File: src/rtl/dmem_arbiter_if.sv
`timescale 1ns/1ps
`default_nettype none
// ============================================================================
//  Module   : dmem_arbiter_if
//  Brief    : Requester, response and memory-pin bundle for dmem_arbiter.
//             slave  = arbiter side, master = requesters + memory side.
//  Revision : 1.0  initial release
// ============================================================================
interface dmem_arbiter_if;
  // port 0 (core LSU)
  logic        p0_req;
  logic        p0_we;
  logic [31:0] p0_addr;
  logic [31:0] p0_wdata;
  logic [3:0]  p0_be;
  logic        p0_gnt;
  logic        p0_done;
  // port 1 (debug / DMA loader)
  logic        p1_req;
  logic        p1_we;
  logic [31:0] p1_addr;
  logic [31:0] p1_wdata;
  logic [3:0]  p1_be;
  logic        p1_gnt;
  logic        p1_done;
  // shared response
  logic [31:0] rsp_rdata;
  logic        rsp_err;
  logic        busy;
  // memory pins
  logic        mem_we;
  logic [31:0] mem_a;
  logic [31:0] mem_wd;
  logic [31:0] mem_rd;

  modport slave (
    input  p0_req, p0_we, p0_addr, p0_wdata, p0_be,
    input  p1_req, p1_we, p1_addr, p1_wdata, p1_be,
    input  mem_rd,
    output p0_gnt, p0_done, p1_gnt, p1_done,
    output rsp_rdata, rsp_err, busy,
    output mem_we, mem_a, mem_wd
  );

  modport master (
    output p0_req, p0_we, p0_addr, p0_wdata, p0_be,
    output p1_req, p1_we, p1_addr, p1_wdata, p1_be,
    output mem_rd,
    input  p0_gnt, p0_done, p1_gnt, p1_done,
    input  rsp_rdata, rsp_err, busy,
    input  mem_we, mem_a, mem_wd
  );
endinterface
`default_nettype wire

File: src/rtl/dmem_arbiter.sv
`timescale 1ns/1ps
`default_nettype none
// ============================================================================
//  Module   : dmem_arbiter
//  Brief    : Two-port arbiter/sequencer for a single-port word-addressed
//             data memory (sync write, combinational read). Partial stores
//             are turned into read-modify-write sequences.
//  Revision : 1.0  initial release
// ============================================================================
module dmem_arbiter #(
  parameter int ADDR_WORD_BITS = 10,
  parameter bit RR_EN          = 1'b1
) (
  input  logic          clk,
  input  logic          rst_n,
  dmem_arbiter_if.slave bus
);

  typedef enum logic [2:0] {
    S_IDLE   = 3'd0,
    S_RD     = 3'd1,
    S_RMW_RD = 3'd2,
    S_WR     = 3'd3,
    S_DONE   = 3'd4
  } state_t;

  state_t      state_q;
  logic        port_q;      // port owning the current access
  logic        rr_last_q;   // port granted most recently
  logic [31:0] wdata_q;
  logic [3:0]  be_q;
  logic        p0_done_q;
  logic        p1_done_q;
  logic [31:0] rdata_q;
  logic        err_q;
  logic        mem_we_q;
  logic [31:0] mem_a_q;
  logic [31:0] mem_wd_q;    // also serves as the RMW merge buffer

  logic        any_req_d;
  logic        sel_d;       // winning port when any_req_d
  logic        we_d;
  logic [31:0] addr_d;
  logic [31:0] wdata_d;
  logic [3:0]  be_d;
  logic        in_range_d;
  logic [31:0] merged_d;

  // Arbitration and selection of the winner's request fields
  always_comb begin
    any_req_d = bus.p0_req | bus.p1_req;
    if (bus.p0_req && bus.p1_req) begin
      sel_d = RR_EN ? ~rr_last_q : 1'b0;
    end else begin
      sel_d = ~bus.p0_req;
    end
    we_d       = sel_d ? bus.p1_we    : bus.p0_we;
    addr_d     = (sel_d ? bus.p1_addr : bus.p0_addr) & ~32'h3;
    wdata_d    = sel_d ? bus.p1_wdata : bus.p0_wdata;
    be_d       = sel_d ? bus.p1_be    : bus.p0_be;
    in_range_d = (addr_d >> (ADDR_WORD_BITS + 2)) == 32'd0;
  end

  // Byte-lane merge of store data over the word just read
  for (genvar i = 0; i < 4; i++) begin : g_merge
    assign merged_d[8*i +: 8] = be_q[i] ? wdata_q[8*i +: 8] : bus.mem_rd[8*i +: 8];
  end

  // Access sequencer: latches the granted request and drives memory/response
  always_ff @(posedge clk or negedge rst_n) begin
    if (!rst_n) begin
      state_q   <= S_IDLE;
      port_q    <= 1'b0;
      rr_last_q <= 1'b1;          // port 0 wins the first tie
      wdata_q   <= 32'h0;
      be_q      <= 4'h0;
      p0_done_q <= 1'b0;
      p1_done_q <= 1'b0;
      rdata_q   <= 32'h0;
      err_q     <= 1'b0;
      mem_we_q  <= 1'b0;
      mem_a_q   <= 32'h0;
      mem_wd_q  <= 32'h0;
    end else begin
      // pulses are one cycle unless re-asserted below
      p0_done_q <= 1'b0;
      p1_done_q <= 1'b0;
      mem_we_q  <= 1'b0;
      case (state_q)
        S_IDLE: begin
          if (any_req_d) begin
            port_q    <= sel_d;
            rr_last_q <= sel_d;
            wdata_q   <= wdata_d;
            be_q      <= be_d;
            if (!in_range_d) begin
              rdata_q   <= 32'h0;
              err_q     <= 1'b1;
              p0_done_q <= ~sel_d;
              p1_done_q <= sel_d;
              state_q   <= S_DONE;
            end else if (!we_d) begin
              mem_a_q <= addr_d;
              state_q <= S_RD;
            end else if (be_d == 4'hF) begin
              mem_a_q  <= addr_d;
              mem_wd_q <= wdata_d;
              mem_we_q <= 1'b1;
              state_q  <= S_WR;
            end else if (be_d == 4'h0) begin
              // empty store: completes without touching memory
              rdata_q   <= 32'h0;
              err_q     <= 1'b0;
              p0_done_q <= ~sel_d;
              p1_done_q <= sel_d;
              state_q   <= S_DONE;
            end else begin
              mem_a_q <= addr_d;
              state_q <= S_RMW_RD;
            end
          end
        end
        S_RD: begin
          rdata_q   <= bus.mem_rd;
          err_q     <= 1'b0;
          p0_done_q <= ~port_q;
          p1_done_q <= port_q;
          state_q   <= S_DONE;
        end
        S_RMW_RD: begin
          mem_wd_q <= merged_d;
          mem_we_q <= 1'b1;
          state_q  <= S_WR;
        end
        S_WR: begin
          rdata_q   <= 32'h0;
          err_q     <= 1'b0;
          p0_done_q <= ~port_q;
          p1_done_q <= port_q;
          state_q   <= S_DONE;
        end
        S_DONE: begin
          state_q <= S_IDLE;
        end
        default: begin
          state_q <= S_IDLE;
        end
      endcase
    end
  end

  assign bus.p0_gnt    = (state_q == S_IDLE) && any_req_d && !sel_d;
  assign bus.p1_gnt    = (state_q == S_IDLE) && any_req_d &&  sel_d;
  assign bus.p0_done   = p0_done_q;
  assign bus.p1_done   = p1_done_q;
  assign bus.rsp_rdata = rdata_q;
  assign bus.rsp_err   = err_q;
  assign bus.busy      = (state_q != S_IDLE);
  assign bus.mem_we    = mem_we_q;
  assign bus.mem_a     = mem_a_q;
  assign bus.mem_wd    = mem_wd_q;

endmodule
`default_nettype wire
File: src/flat_wrapper.sv
// flat-port wrapper written by rule: the top's interface ports become plain ports
module dmem_arbiter_flat 
#(
  parameter int ADDR_WORD_BITS = 10,
  parameter bit RR_EN          = 1'b1
)
  (clk, rst_n, bus_p0_req, bus_p0_we, bus_p0_addr, bus_p0_wdata, bus_p0_be, bus_p1_req, bus_p1_we, bus_p1_addr, bus_p1_wdata, bus_p1_be, bus_mem_rd, bus_p0_gnt, bus_p0_done, bus_p1_gnt, bus_p1_done, bus_rsp_rdata, bus_rsp_err, bus_busy, bus_mem_we, bus_mem_a, bus_mem_wd);
  dmem_arbiter_if bus_i ();
  input  logic clk;
  input  logic rst_n;
  input wire logic [$bits(bus_i.p0_req)-1:0] bus_p0_req;
  input wire logic [$bits(bus_i.p0_we)-1:0] bus_p0_we;
  input wire logic [$bits(bus_i.p0_addr)-1:0] bus_p0_addr;
  input wire logic [$bits(bus_i.p0_wdata)-1:0] bus_p0_wdata;
  input wire logic [$bits(bus_i.p0_be)-1:0] bus_p0_be;
  input wire logic [$bits(bus_i.p1_req)-1:0] bus_p1_req;
  input wire logic [$bits(bus_i.p1_we)-1:0] bus_p1_we;
  input wire logic [$bits(bus_i.p1_addr)-1:0] bus_p1_addr;
  input wire logic [$bits(bus_i.p1_wdata)-1:0] bus_p1_wdata;
  input wire logic [$bits(bus_i.p1_be)-1:0] bus_p1_be;
  input wire logic [$bits(bus_i.mem_rd)-1:0] bus_mem_rd;
  output wire logic [$bits(bus_i.p0_gnt)-1:0] bus_p0_gnt;
  output wire logic [$bits(bus_i.p0_done)-1:0] bus_p0_done;
  output wire logic [$bits(bus_i.p1_gnt)-1:0] bus_p1_gnt;
  output wire logic [$bits(bus_i.p1_done)-1:0] bus_p1_done;
  output wire logic [$bits(bus_i.rsp_rdata)-1:0] bus_rsp_rdata;
  output wire logic [$bits(bus_i.rsp_err)-1:0] bus_rsp_err;
  output wire logic [$bits(bus_i.busy)-1:0] bus_busy;
  output wire logic [$bits(bus_i.mem_we)-1:0] bus_mem_we;
  output wire logic [$bits(bus_i.mem_a)-1:0] bus_mem_a;
  output wire logic [$bits(bus_i.mem_wd)-1:0] bus_mem_wd;
  assign bus_i.p0_req = bus_p0_req;
  assign bus_i.p0_we = bus_p0_we;
  assign bus_i.p0_addr = bus_p0_addr;
  assign bus_i.p0_wdata = bus_p0_wdata;
  assign bus_i.p0_be = bus_p0_be;
  assign bus_i.p1_req = bus_p1_req;
  assign bus_i.p1_we = bus_p1_we;
  assign bus_i.p1_addr = bus_p1_addr;
  assign bus_i.p1_wdata = bus_p1_wdata;
  assign bus_i.p1_be = bus_p1_be;
  assign bus_i.mem_rd = bus_mem_rd;
  assign bus_p0_gnt = bus_i.p0_gnt;
  assign bus_p0_done = bus_i.p0_done;
  assign bus_p1_gnt = bus_i.p1_gnt;
  assign bus_p1_done = bus_i.p1_done;
  assign bus_rsp_rdata = bus_i.rsp_rdata;
  assign bus_rsp_err = bus_i.rsp_err;
  assign bus_busy = bus_i.busy;
  assign bus_mem_we = bus_i.mem_we;
  assign bus_mem_a = bus_i.mem_a;
  assign bus_mem_wd = bus_i.mem_wd;
  dmem_arbiter #(.ADDR_WORD_BITS(ADDR_WORD_BITS), .RR_EN(RR_EN)) u_core (.clk(clk), .rst_n(rst_n), .bus(bus_i));
endmodule
File: config.mk
export PLATFORM = sky130hd
export DESIGN_NAME = dmem_arbiter_flat
export DESIGN_NICKNAME = d
export VERILOG_FILES = /design/src/rtl/dmem_arbiter_if.sv /design/src/rtl/dmem_arbiter.sv /design/src/flat_wrapper.sv
export SDC_FILE = /design/constraint.sdc
export NUM_CORES = 1
export LEC_CHECK = 0
export ABC_AREA = 1
export BUFFER_PORTS_ARGS = -buffer_cell sky130_fd_sc_hd__clkbuf_2
export CAP_MARGIN = 25
export CORE_MARGIN = 3
export CORE_UTILIZATION = 26
export DETAILED_ROUTE_END_ITERATION = 8
export GPL_TIMING_DRIVEN = 0
export SLEW_MARGIN = 10
export SYNTH_ARGS = -nofsm -noshare
export SYNTH_HDL_FRONTEND = slang
export SYNTH_SLANG_ARGS = --single-unit
export TNS_END_PERCENT = 1
File: constraint.sdc
create_clock -name clk -period 4.8 [get_ports clk]
set_clock_uncertainty 0.1 [all_clocks]
set_input_delay 0.24 -clock clk [delete_from_list [all_inputs] [get_ports clk]]
set_output_delay 0.24 -clock clk [all_outputs]
set_load 0.02 [all_outputs]
==> results of run 1 <==
## sequential cells by signal, indices dropped and copies added, names as in the netlist
signal and count:
u_core.bus.mem_we 1, u_core.bus.mem_wd 32, u_core.rr_last_q 1, u_core.port_q 1
u_core.bus.rsp_err 1, u_core.be_q 4, u_core.state_q 3, u_core.bus.mem_a 30
u_core.bus.rsp_rdata 32, u_core.bus.p1_done 1, u_core.wdata_q 32, u_core.bus.p0_done 1
## layer usage
metal,part of all wire,GRT usage,up-vias
met2,0.49,0.271,201
met1,0.45,0.208,2923
li1,-,-,3218
met5,0,0,-
met4,0.017,0.0530,0
met3,0.050,0.0256,24
## where the power goes
part / switching [mW] / leakage (nW) / internal (mW) / total (mW)
sequential: 0.0768 / 1.81 / 1.33 / 1.40
combinational: 0.527 / 3.28 / 0.346 / 0.873
clock: 0.554 / 0.271 / 0.737 / 1.29
total: 1.16 / 5.36 / 2.41 / 3.57
## how the worst max path moves through the flow
stage                                       start                                end  slack [ns]
floorplan           u_core.state_q[2]$_DFFE_PN0P_       u_core.bus.p1_done$_DFF_PN0_        2.64
global placement                            rst_n   u_core.bus.mem_a[13]$_DFFE_PN0P_        0.88
detailed placement   u_core.rr_last_q$_DFFE_PN1P_  u_core.bus.mem_wd[23]$_DFFE_PN0P_        1.99
CTS                 u_core.state_q[2]$_DFFE_PN0P_                         bus_p0_gnt        1.60
global route        u_core.state_q[2]$_DFFE_PN0P_                         bus_p0_gnt        1.34
finish              u_core.state_q[2]$_DFFE_PN0P_                         bus_p0_gnt        1.64
## per-stage QoR
| step | hold WS, ns | total power, mW | worst slack, ns | cells |
|---|---|---|---|---|
| 2_1_floorplan | -0.156 | 1.94 | 2.64 | 807 |
| 3_3_place_gp | 0.354 | 2.27 | 0.881 | 1406 |
| 3_5_place_dp | 0.190 | 2.29 | 1.99 | 1407 |
| 4_1_cts | 0.0236 | 3.62 | 1.60 | 1472 |
| 5_1_grt | 0.0542 | 3.77 | 1.34 | 1472 |
| 6_report | 0.0435 | 3.57 | 1.64 | 1472 |
## cells in the mapped netlist (4+ instances only)
cell | n | share of area
a21oi_1 | 4 | 0.0029
buf_1 | 6 | 0.0033
buf_2 | 12 | 0.0088
buf_4 | 6 | 0.0066
buf_6 | 8 | 0.013
clkbuf_1 | 19 | 0.010
dfrtp_1 | 138 | 0.51
inv_1 | 24 | 0.013
inv_2 | 21 | 0.012
mux2_2 | 32 | 0.053
mux2i_1 | 32 | 0.047
nand2_1 | 332 | 0.18
nand3_1 | 20 | 0.015
nand3b_1 | 7 | 0.0077
nand4_1 | 5 | 0.0046
nor2_1 | 24 | 0.013
o21ai_0 | 74 | 0.054
o21ai_1 | 13 | 0.0095
o21ai_2 | 21 | 0.027
## tightest hold or removal path: stages
cell and delay [ns]:
clkbuf_2 0.08, nand2_1 0.05, nand2_1 0.04, nand3_1 0.07
nand2_1 0.05
## logic make-up (layout without fill, tap and decap cells)
family | Yosys count | count (layout) | share of synthesized area
simple gates | 392 | 392 | 0.228
flops | 139 | 139 | 0.510
compound gates | 114 | 114 | 0.0956
buf+inv | 96 | 431 | 0.0671
mux | 64 | 64 | 0.0997
other cells | 1 | 2 | 0.000549
## final cells by class
| class | instances | area, um^2 |
|---|---|---|
| multi-input cells | 572 | 2900 |
| plain buffers | 51 | 289 |
| flip-flops and latches | 139 | 3480 |
| inverters | 45 | 169 |
| repair buffers | 303 | 1710 |
| well taps | 330 | 413 |
| clock inverters | 14 | 135 |
| fillers | 2634 | 15900 |
| clock buffers | 18 | 439 |
## timing repair
item	4_1_cts	5_1_grt
hold endpoints to repair	99	0
endpoints found under the setup margin	0	0
hold buffers	33	0
==> flow_metrics.py, run 1 <==
metrics = {
    "status": {
        "status": "complete, no violations",
    },
    "floorplan": {
        "initial_core_util": 0.268,
        "fp.dieW_um": 168,
        "design.core.area_um2": 25500,
        "die_y_um": 168,
        "rows": 58,
        "ios": 277,
        "dieArea_um2": 28200,
    },
    "critical_path": {
        "max_stage_delay_ns": 0.38,
        "cp.arrival_ns": 2.82,
        "r2r_setup_slack_ns": 1.96,
        "cp_common_cell": "nor2_1",
        "r2r.worst_path.cells": 13,
        "crit_chain": "nor2_1 -> inv_1 -> nor2_1 -> inv_1 -> nor2_1 -> inv_1 -> clkbuf_1 -> nor2_1 -> clkbuf_2",
        "crit_required_ns": 4.46,
        "crit_buf_inv": 5,
        "crit_cells": 9,
        "worst-setup-path-type": "flip-flop to primary output",
        "worstSetupEndpointType": "primary output",
        "cp_max_fo": 10,
        "rr_startpoint": "u_core.rr_last_q$_DFFE_PN1P_",
        "cpMaxStageDelayCell": "dfrtp_1",
        "r2r-end": "u_core.bus.mem_wd[23]$_DFFE_PN0P_",
        "cp_top_family": "simple AND/OR/NAND/NOR gates",
        "crit_path_start_kind": "flip-flop",
    },
    "sta": {
        "tns_ns": 0,
        "rsz0062_at_grt": "false",
        "finalCritPeriodShare": 0.658,
        "min_period_ns": 3.16,
        "relSlewSlack": 0.492,
        "worst_pin_slew_ns": 0.754,
        "hold_viol": 0,
        "fmax_mhz": 317,
        "setup_viol": 0,
        "final-max-slew-violation-count": 0,
    },
    "min_path": {
        "min_path_cells": 5,
        "min_path_type": "input port to flip-flop",
        "hold_end": "u_core.bus.mem_a[4]$_DFFE_PN0P_",
        "hp-start": "bus_p1_addr[4]",
    },
    "placement": {
        "place_hpwl_um": 16700,
        "port_buffers": 269,
        "gp_congestion": 0.738,
        "placed_area_um2": 8630,
    },
    "power": {
        "p_per_area_nw_per_um2": 374,
        "ir_drop_mv": 0.244,
        "p_leak_nw": 5.36,
    },
    "clock_network": {
        "root_buffer": "clkbuf_16",
        "cts.sinks": 139,
        "clk_latency_ns": 0.42,
        "cts_resized": 0,
        "htree_levels": 4,
        "cts_buffer_depth": 2,
        "cts_setup_buffers": 0,
        "cts_buffers": 17,
        "cts_tree": "yes",
        "path_clk_slew_ns": 0.06,
    },
    "synthesis": {
        "yosysWarnings": 0,
        "syn_avg_cell_area_um2": 8.47,
        "ys_seq_elements": 139,
        "synth-edff-count": 0,
        "ys_types": 27,
        "ys.flop_type": "dfrtp_1",
        "async_reset_ff_frac": 1.00,
        "netlist_area_um2": 6830,
        "yosysSeqAreaShare": 0.510,
        "synthCells": 806,
    },
    "cells_and_area": {
        "area_growth_pct": 39.6,
        "nNetsFinal": 1303,
        "final_layout_size_suffix_gt1_frac": 0.356,
        "final_cell_area_um2": 9530,
        "final_common_cell": "nand2_1",
        "final_cell_mix": "332 x nand2_1, 268 x clkbuf_2, 138 x dfrtp_1",
        "finish.utilization": 0.374,
        "diodes": 0,
    },
    "job": {
        "max_cap_violations": 0,
    },
    "routing": {
        "via_per_inst": 4.32,
        "num_vias": 6366,
        "drt_iter0_markers": 358,
        "drt_wl_total_um": 22600,
        "detail_route.wl_per_cell_um": 15.3,
        "post-route-drc-count": 0,
        "drt.antenna.violating_nets": 0,
        "drt_pre_antenna_iters": 4,
    },
    "grt": {
        "grt_start_max_net_pins": 72,
        "antenna_found_initial": 0,
        "grt_pass1_vias": 6453,
        "grt_pass1_wl_um": 35400,
        "grtUsageTotal": 0.159,
        "overflow": 0,
    },
}
Power figures use the tool's default switching activity.
==> inputs of run 2 (changes only) <==
==> constraint.sdc (replaced) <==
create_clock -name clk -period 2.8 [get_ports clk]
set_clock_uncertainty 0.1 [all_clocks]
set_input_delay 0.14 -clock clk [delete_from_list [all_inputs] [get_ports clk]]
set_output_delay 0.14 -clock clk [all_outputs]
set_load 0.02 [all_outputs]
==> run 2 against run 1 <==
  * Count of clock-buffer cells in the layout is the same
  * Final cell count grew 5.1%
  * Sequential cell count is the same
  * Total power grew 75%
  * First-iteration DRC count grew 5.0%
  * Sequential power grew 71%
  * Via count grew 6.5%
==> flow_metrics.py, run 2 (same netlist as run 1, synthesis figures left out) <==
metrics = {
    "sta": {
        "setup_viol": 0,
        "final-max-slew-violation-count": 0,
        "relSlewSlack": 0.500,
        "rsz0062_at_grt": "true",
        "fmax_mhz": 367,
        "hold_viol": 0,
        "worst_pin_slew_ns": 0.750,
        "whs_ns": 0.00799,
        "finalCritPeriodShare": 0.973,
        "min_period_ns": 2.72,
    },
    "critical_path": {
        "startpoint": "u_core.rr_last_q$_DFFE_PN1P_",
        "worstSetupEndpointType": "primary output",
        "max_stage_delay_ns": 0.52,
        "cp_top_family": "buffers and inverters",
        "cp.arrival_ns": 2.48,
        "crit_path_start_kind": "flip-flop",
        "r2r_setup_slack_ns": 0.21,
        "crit_buf_inv": 6,
        "rr_startpoint": "u_core.rr_last_q$_DFFE_PN1P_",
        "worst-setup-path-type": "flip-flop to primary output",
        "crit_required_ns": 2.56,
        "r2r.worst_path.cells": 9,
        "r2r-end": "u_core.wdata_q[27]$_DFFE_PN0P_",
        "cpMaxStageDelayCell": "dfstp_2",
        "cp_max_fo": 10,
        "crit_cells": 9,
        "endpoint": "bus_p0_gnt",
        "crit_chain": "inv_2 -> nand2_4 -> nand2_2 -> buf_6 -> clkbuf_4 -> buf_4 -> buf_2 -> nor2_2 -> clkbuf_2",
    },
    "placement": {
        "place_hpwl_um": 16700,
        "gp_congestion": 0.738,
        "port_buffers": 269,
    },
    "grt": {
        "grtUsageTotal": 0.170,
        "grt_start_max_net_pins": 72,
        "antenna_found_initial": 0,
        "grt_pass1_vias": 6944,
        "grt_pass1_wl_um": 37600,
        "overflow": 0,
    },
    "floorplan": {
        "ios": 277,
        "rows": 58,
        "dieArea_um2": 28200,
        "fp.dieW_um": 168,
        "initial_core_util": 0.268,
        "design.core.area_um2": 25500,
        "die_y_um": 168,
    },
    "power": {
        "power.share.clock": 0.356,
        "ir_drop_mv": 0.423,
        "combPwrFrac": 0.258,
        "sequentialPowerShare": 0.386,
        "p_int_mw": 4.21,
        "p_per_area_nw_per_um2": 604,
        "p_leak_nw": 5.69,
        "p_total_mw": 6.23,
        "sw_frac_of_total": 0.324,
        "p_switching_mw": 2.02,
    },
    "cells_and_area": {
        "nNetsFinal": 1378,
        "final_common_cell": "nand2_1",
        "diodes": 0,
        "final_layout_size_suffix_gt1_frac": 0.338,
        "area_growth_pct": 51.0,
        "final_cell_mix": "332 x nand2_1, 269 x clkbuf_2, 138 x dfrtp_1",
    },
    "status": {
        "status": "complete, no violations",
    },
    "job": {
        "max_cap_violations": 0,
    },
    "routing": {
        "num_vias": 6781,
        "detail_route.wl_per_cell_um": 15.5,
        "drt.antenna.violating_nets": 0,
        "post-route-drc-count": 0,
        "drt_pre_antenna_iters": 5,
        "drt_wl_total_um": 24000,
        "via_per_inst": 4.38,
        "drt_iter0_markers": 376,
    },
    "clock_network": {
        "path_clk_slew_ns": 0.06,
        "root_buffer": "clkbuf_16",
        "cts_buffers": 17,
        "cts.sinks": 139,
        "cts_buffer_depth": 2,
        "clk_latency_ns": 0.42,
        "cts_tree": "yes",
        "htree_levels": 4,
    },
    "min_path": {
        "min_path_type": "input port to flip-flop",
    },
}
==> run 2: through the flow <==
| stage | setup WS [ns] | utilization | std cells | setup TNS (ns) | instance area, um^2 |
|---|---|---|---|---|---|
| 5_1_grt | -0.0829 | 0.405 | 1547 | -0.110 | 10300 |
| 3_5_place_dp | -0.00546 | 0.339 | 1407 | -0.00546 | 8630 |
| 3_3_place_gp | -1.02 | 0.337 | 1406 | -138.79 | 8590 |
| 2_1_floorplan | 0.645 | - | 807 | 0 | 6830 |
| 6_report | 0.0758 | 0.405 | 1547 | 0 | 10300 |
| 4_1_cts | 0.00502 | 0.404 | 1547 | 0 | 10300 |
==> run 2: timing repair <==
item                       in CTS  in global routing
setup buffers                   0                  0
hold endpoints to repair      138                  0
resized for setup               3                 10
hold buffers                  109                  0
setup endpoints to repair       9                104
==> run 2: final cells by class <==
class	count	area, um^2
Inverter	45	169
Multi-Input combinational cell	572	2910
Fill cell	2530	15200
Tap cell	330	413
Timing Repair Buffer	379	2470
Sequential cell	139	3480
Buffer	50	297
Clock inverter	14	135
Clock buffer	18	439
==> run 2: worst min-delay path by stage <==
| stage | depth (start not counted) | slack [ns] | startpoint | end |
|---|---|---|---|---|
| global route | 3 | 0.04 | bus_p1_wdata[6] | u_core.wdata_q[6]$_DFFE_PN0P_ |
| floorplan | 0 | -0.26 | rst_n | u_core.be_q[0]$_DFFE_PN0P_ |
| finish | 3 | 0.008 | bus_p1_wdata[6] | u_core.wdata_q[6]$_DFFE_PN0P_ |
| detailed placement | 1 | 0.09 | rst_n | u_core.bus.mem_wd[5]$_DFFE_PN0P_ |
| CTS | 3 | 0.0003 | bus_p0_wdata[22] | u_core.wdata_q[22]$_DFFE_PN0P_ |
| global placement | 3 | 0.26 | bus_mem_rd[23] | u_core.bus.rsp_rdata[23]$_DFFE_PN0P_ |
==> run 2: per-layer routing <==
layer	up-vias	part of all wire	track usage
met1	3106	0.44	0.216
li1	3372	-	-
met5	-	0	0
met3	60	0.048	0.0272
met2	243	0.48	0.286
met4	0	0.037	0.0736
==> run 2: worst min-delay path: stages <==
cell      delay (ns)
clkbuf_2        0.07
mux2i_1         0.10
o21ai_0         0.18
==> run 2: power groups by stage <==
| stage | Clock (mW) | Sequential [mW] | Combinational, mW |
|---|---|---|---|
| 6_report | 2.22 | 2.40 | 1.61 |
| 5_1_grt | 2.35 | 2.44 | 1.78 |
| 3_3_place_gp | 0 | 2.43 | 1.46 |
| 2_1_floorplan | 0 | 2.60 | 0.717 |
| 4_1_cts | 2.28 | 2.40 | 1.62 |
| 3_5_place_dp | 0 | 2.44 | 1.48 |
==> inputs of run 3 (changes only) <==
--- a/config.mk
+++ b/config.mk
@@ -11,7 +11,7 @@
 export CORE_MARGIN = 3
 export CORE_UTILIZATION = 26
 export DETAILED_ROUTE_END_ITERATION = 8
-export GPL_TIMING_DRIVEN = 0
+export REMOVE_ABC_BUFFERS = 1
 export SLEW_MARGIN = 10
 export SYNTH_ARGS = -nofsm -noshare
 export SYNTH_HDL_FRONTEND = slang
==> constraint.sdc (replaced) <==
create_clock -name clk -period 3 [get_ports clk]
set_clock_uncertainty 0.1 [all_clocks]
set_input_delay 0.15 -clock clk [delete_from_list [all_inputs] [get_ports clk]]
set_output_delay 0.15 -clock clk [all_outputs]
set_load 0.02 [all_outputs]
==> run 3 against run 2 <==
  * Final area down 1.7%
  * Largest power group unchanged
  * Combinational power is 14% lower
  * Critical path type is now flip-flop to flip-flop
  * Sequential share of layout area rose by 0.58 points
  * Sequential cell count stayed put
==> flow_metrics.py, run 3 (same netlist as run 1, synthesis figures left out) <==
metrics = {
    "critical_path": {
        "crit_path_start_kind": "flip-flop",
        "cp.arrival_ns": 2.78,
        "max_stage_delay_ns": 0.52,
        "cpMaxStageDelayCell": "dfstp_2",
        "cp_top_family": "simple AND/OR/NAND/NOR gates",
        "cp_common_cell": "nand2_1",
        "crit_buf_inv": 2,
        "worstSetupEndpointType": "flip-flop",
        "r2r_setup_slack_ns": 0.42,
        "crit_required_ns": 3.20,
        "cp_max_fo": 31,
        "worst-setup-path-type": "flip-flop to flip-flop",
        "crit_chain": "inv_2 -> nand2_4 -> nand2_4 -> nand2_1 -> nand2_1 -> nor2_1 -> nand3_1 -> nor2_2 -> nand2_1 -> nor2_2 -> nand2_1 -> buf_12 -> nand2_1 -> nand2_1",
    },
    "grt": {
        "overflow": 0,
        "grt_start_max_net_pins": 78,
        "grtUsageTotal": 0.149,
        "grt_pass1_wl_um": 34000,
        "grt_pass1_vias": 6593,
        "antenna_found_initial": 0,
    },
    "sta": {
        "finalCritPeriodShare": 0.859,
        "worst_pin_slew_ns": 0.978,
        "whs_ns": 0.0164,
        "relSlewSlack": 0.347,
        "final-max-slew-violation-count": 0,
        "hold_viol": 0,
        "rsz0062_at_grt": "false",
        "fmax_mhz": 388,
        "min_period_ns": 2.58,
        "setup_viol": 0,
    },
    "routing": {
        "via_per_inst": 4.32,
        "drt_wl_total_um": 21000,
        "post-route-drc-count": 0,
        "detail_route.wl_per_cell_um": 13.9,
        "drt_iter0_markers": 287,
        "drt_pre_antenna_iters": 4,
        "drt.antenna.violating_nets": 0,
        "num_vias": 6537,
    },
    "power": {
        "p_per_area_nw_per_um2": 567,
        "p_leak_nw": 5.62,
        "combPwrFrac": 0.243,
        "p_int_mw": 3.92,
        "sw_frac_of_total": 0.317,
        "sequentialPowerShare": 0.399,
        "p_switching_mw": 1.82,
        "power.share.clock": 0.359,
        "p_total_mw": 5.75,
        "ir_drop_mv": 0.289,
    },
    "floorplan": {
        "design.core.area_um2": 25500,
        "ios": 277,
        "initial_core_util": 0.268,
        "fp.dieW_um": 168,
        "dieArea_um2": 28200,
        "die_y_um": 168,
        "rows": 58,
    },
    "clock_network": {
        "cts_tree": "yes",
        "cts_buffers": 17,
        "cts.sinks": 139,
        "htree_levels": 4,
        "cts_buffer_depth": 2,
        "clk_latency_ns": 0.41,
        "path_clk_slew_ns": 0.06,
        "root_buffer": "clkbuf_16",
    },
    "status": {
        "status": "complete, no violations",
    },
    "cells_and_area": {
        "diodes": 0,
        "final_layout_size_suffix_gt1_frac": 0.343,
        "final_common_cell": "nand2_1",
        "area_growth_pct": 48.5,
        "nNetsFinal": 1343,
        "final_cell_mix": "330 x nand2_1, 269 x clkbuf_2, 138 x dfrtp_1",
    },
    "placement": {
        "place_hpwl_um": 14200,
        "port_buffers": 270,
        "gp_congestion": 0.781,
    },
    "min_path": {
        "min_path_type": "input port to flip-flop",
    },
    "job": {
        "max_cap_violations": 0,
    },
}
[run 3: changes by cell type in the layout (fill, tap and decap cells not counted), sizes merged]
cell / previous run / this run
clkbuf: 308 / 287
buf: 30 / 20
dlygate4sd3: 109 / 105
clkinv: 3 / 5
clkinvlp: 4 / 2
[run 3: worst paths after layout]
| path | start | end | depth (start not counted) |
|---|---|---|---|
| setup / recovery | u_core.rr_last_q$_DFFE_PN1P_ | u_core.bus.mem_a[4]$_DFFE_PN0P_ | 14 |
| hold / removal | bus_p1_addr[7] | u_core.bus.mem_a[7]$_DFFE_PN0P_ | 5 |
| setup reg to reg | u_core.rr_last_q$_DFFE_PN1P_ | u_core.bus.mem_a[4]$_DFFE_PN0P_ | 14 |
| hold reg to reg | u_core.bus.mem_a[8]$_DFFE_PN0P_ | u_core.bus.mem_a[8]$_DFFE_PN0P_ | 2 |
| max in group asynchronous | rst_n | u_core.bus.mem_a[11]$_DFFE_PN0P_ | 3 |
| min in group asynchronous | rst_n | u_core.port_q$_DFFE_PN0P_ | 2 |
[run 3: power groups by stage]
| stage | Sequential, mW | Combinational, mW | Clock [mW] |
|---|---|---|---|
| floorplan | 2.46 | 0.594 | 0 |
| global placement | 2.32 | 1.25 | 0 |
| global route | 2.32 | 1.55 | 2.23 |
| finish | 2.29 | 1.39 | 2.06 |
| detailed placement | 2.33 | 1.27 | 0 |
| CTS | 2.29 | 1.41 | 2.13 |
[run 3: area by class of cell]
class | count | area (um^2)
Clock inverter | 14 | 134
Timing Repair Buffer | 394 | 2590
Tap cell | 330 | 413
Fill cell | 2558 | 15300
Clock buffer | 18 | 439
Multi-Input combinational cell | 572 | 2920
Sequential cell | 139 | 3480
Inverter | 45 | 169
[run 3: timing repair]
item                                    in CTS  in global routing
hold buffers                               105                  0
endpoints found under the setup margin       0                 30
gates resized for setup                      0                  1
buffers inserted                             0                  0
hold endpoints to repair                   144                  0
[run 3: per-stage QoR]
step | setup slack, ns | utilization | std cells | setup TNS, ns | cell area (um^2)
finish | 0.424 | 0.398 | 1512 | 0 | 10100
global placement | 0.169 | 0.334 | 1375 | 0 | 8510
floorplan | -1.02 | - | 756 | -54.09 | 6540
global route | 0.0988 | 0.398 | 1512 | 0 | 10100
CTS | 0.117 | 0.398 | 1512 | 0 | 10100
detailed placement | 0.120 | 0.334 | 1375 | 0 | 8510
[run 3: tightest hold or removal path: cells and delay by family]
family        cells  cell delay, ns
simple gates      4            0.25
buf+inv           1            0.08
[run 3: layer usage]
metal / vias to the layer above / track usage / routed length, um
met3: 25 / 0.0359 / 1140
li1: 3295 / - / -
met4: 0 / 0.0434 / 383
met5: - / 0 / 0
met1: 3045 / 0.189 / 9320
met2: 172 / 0.253 / 10200
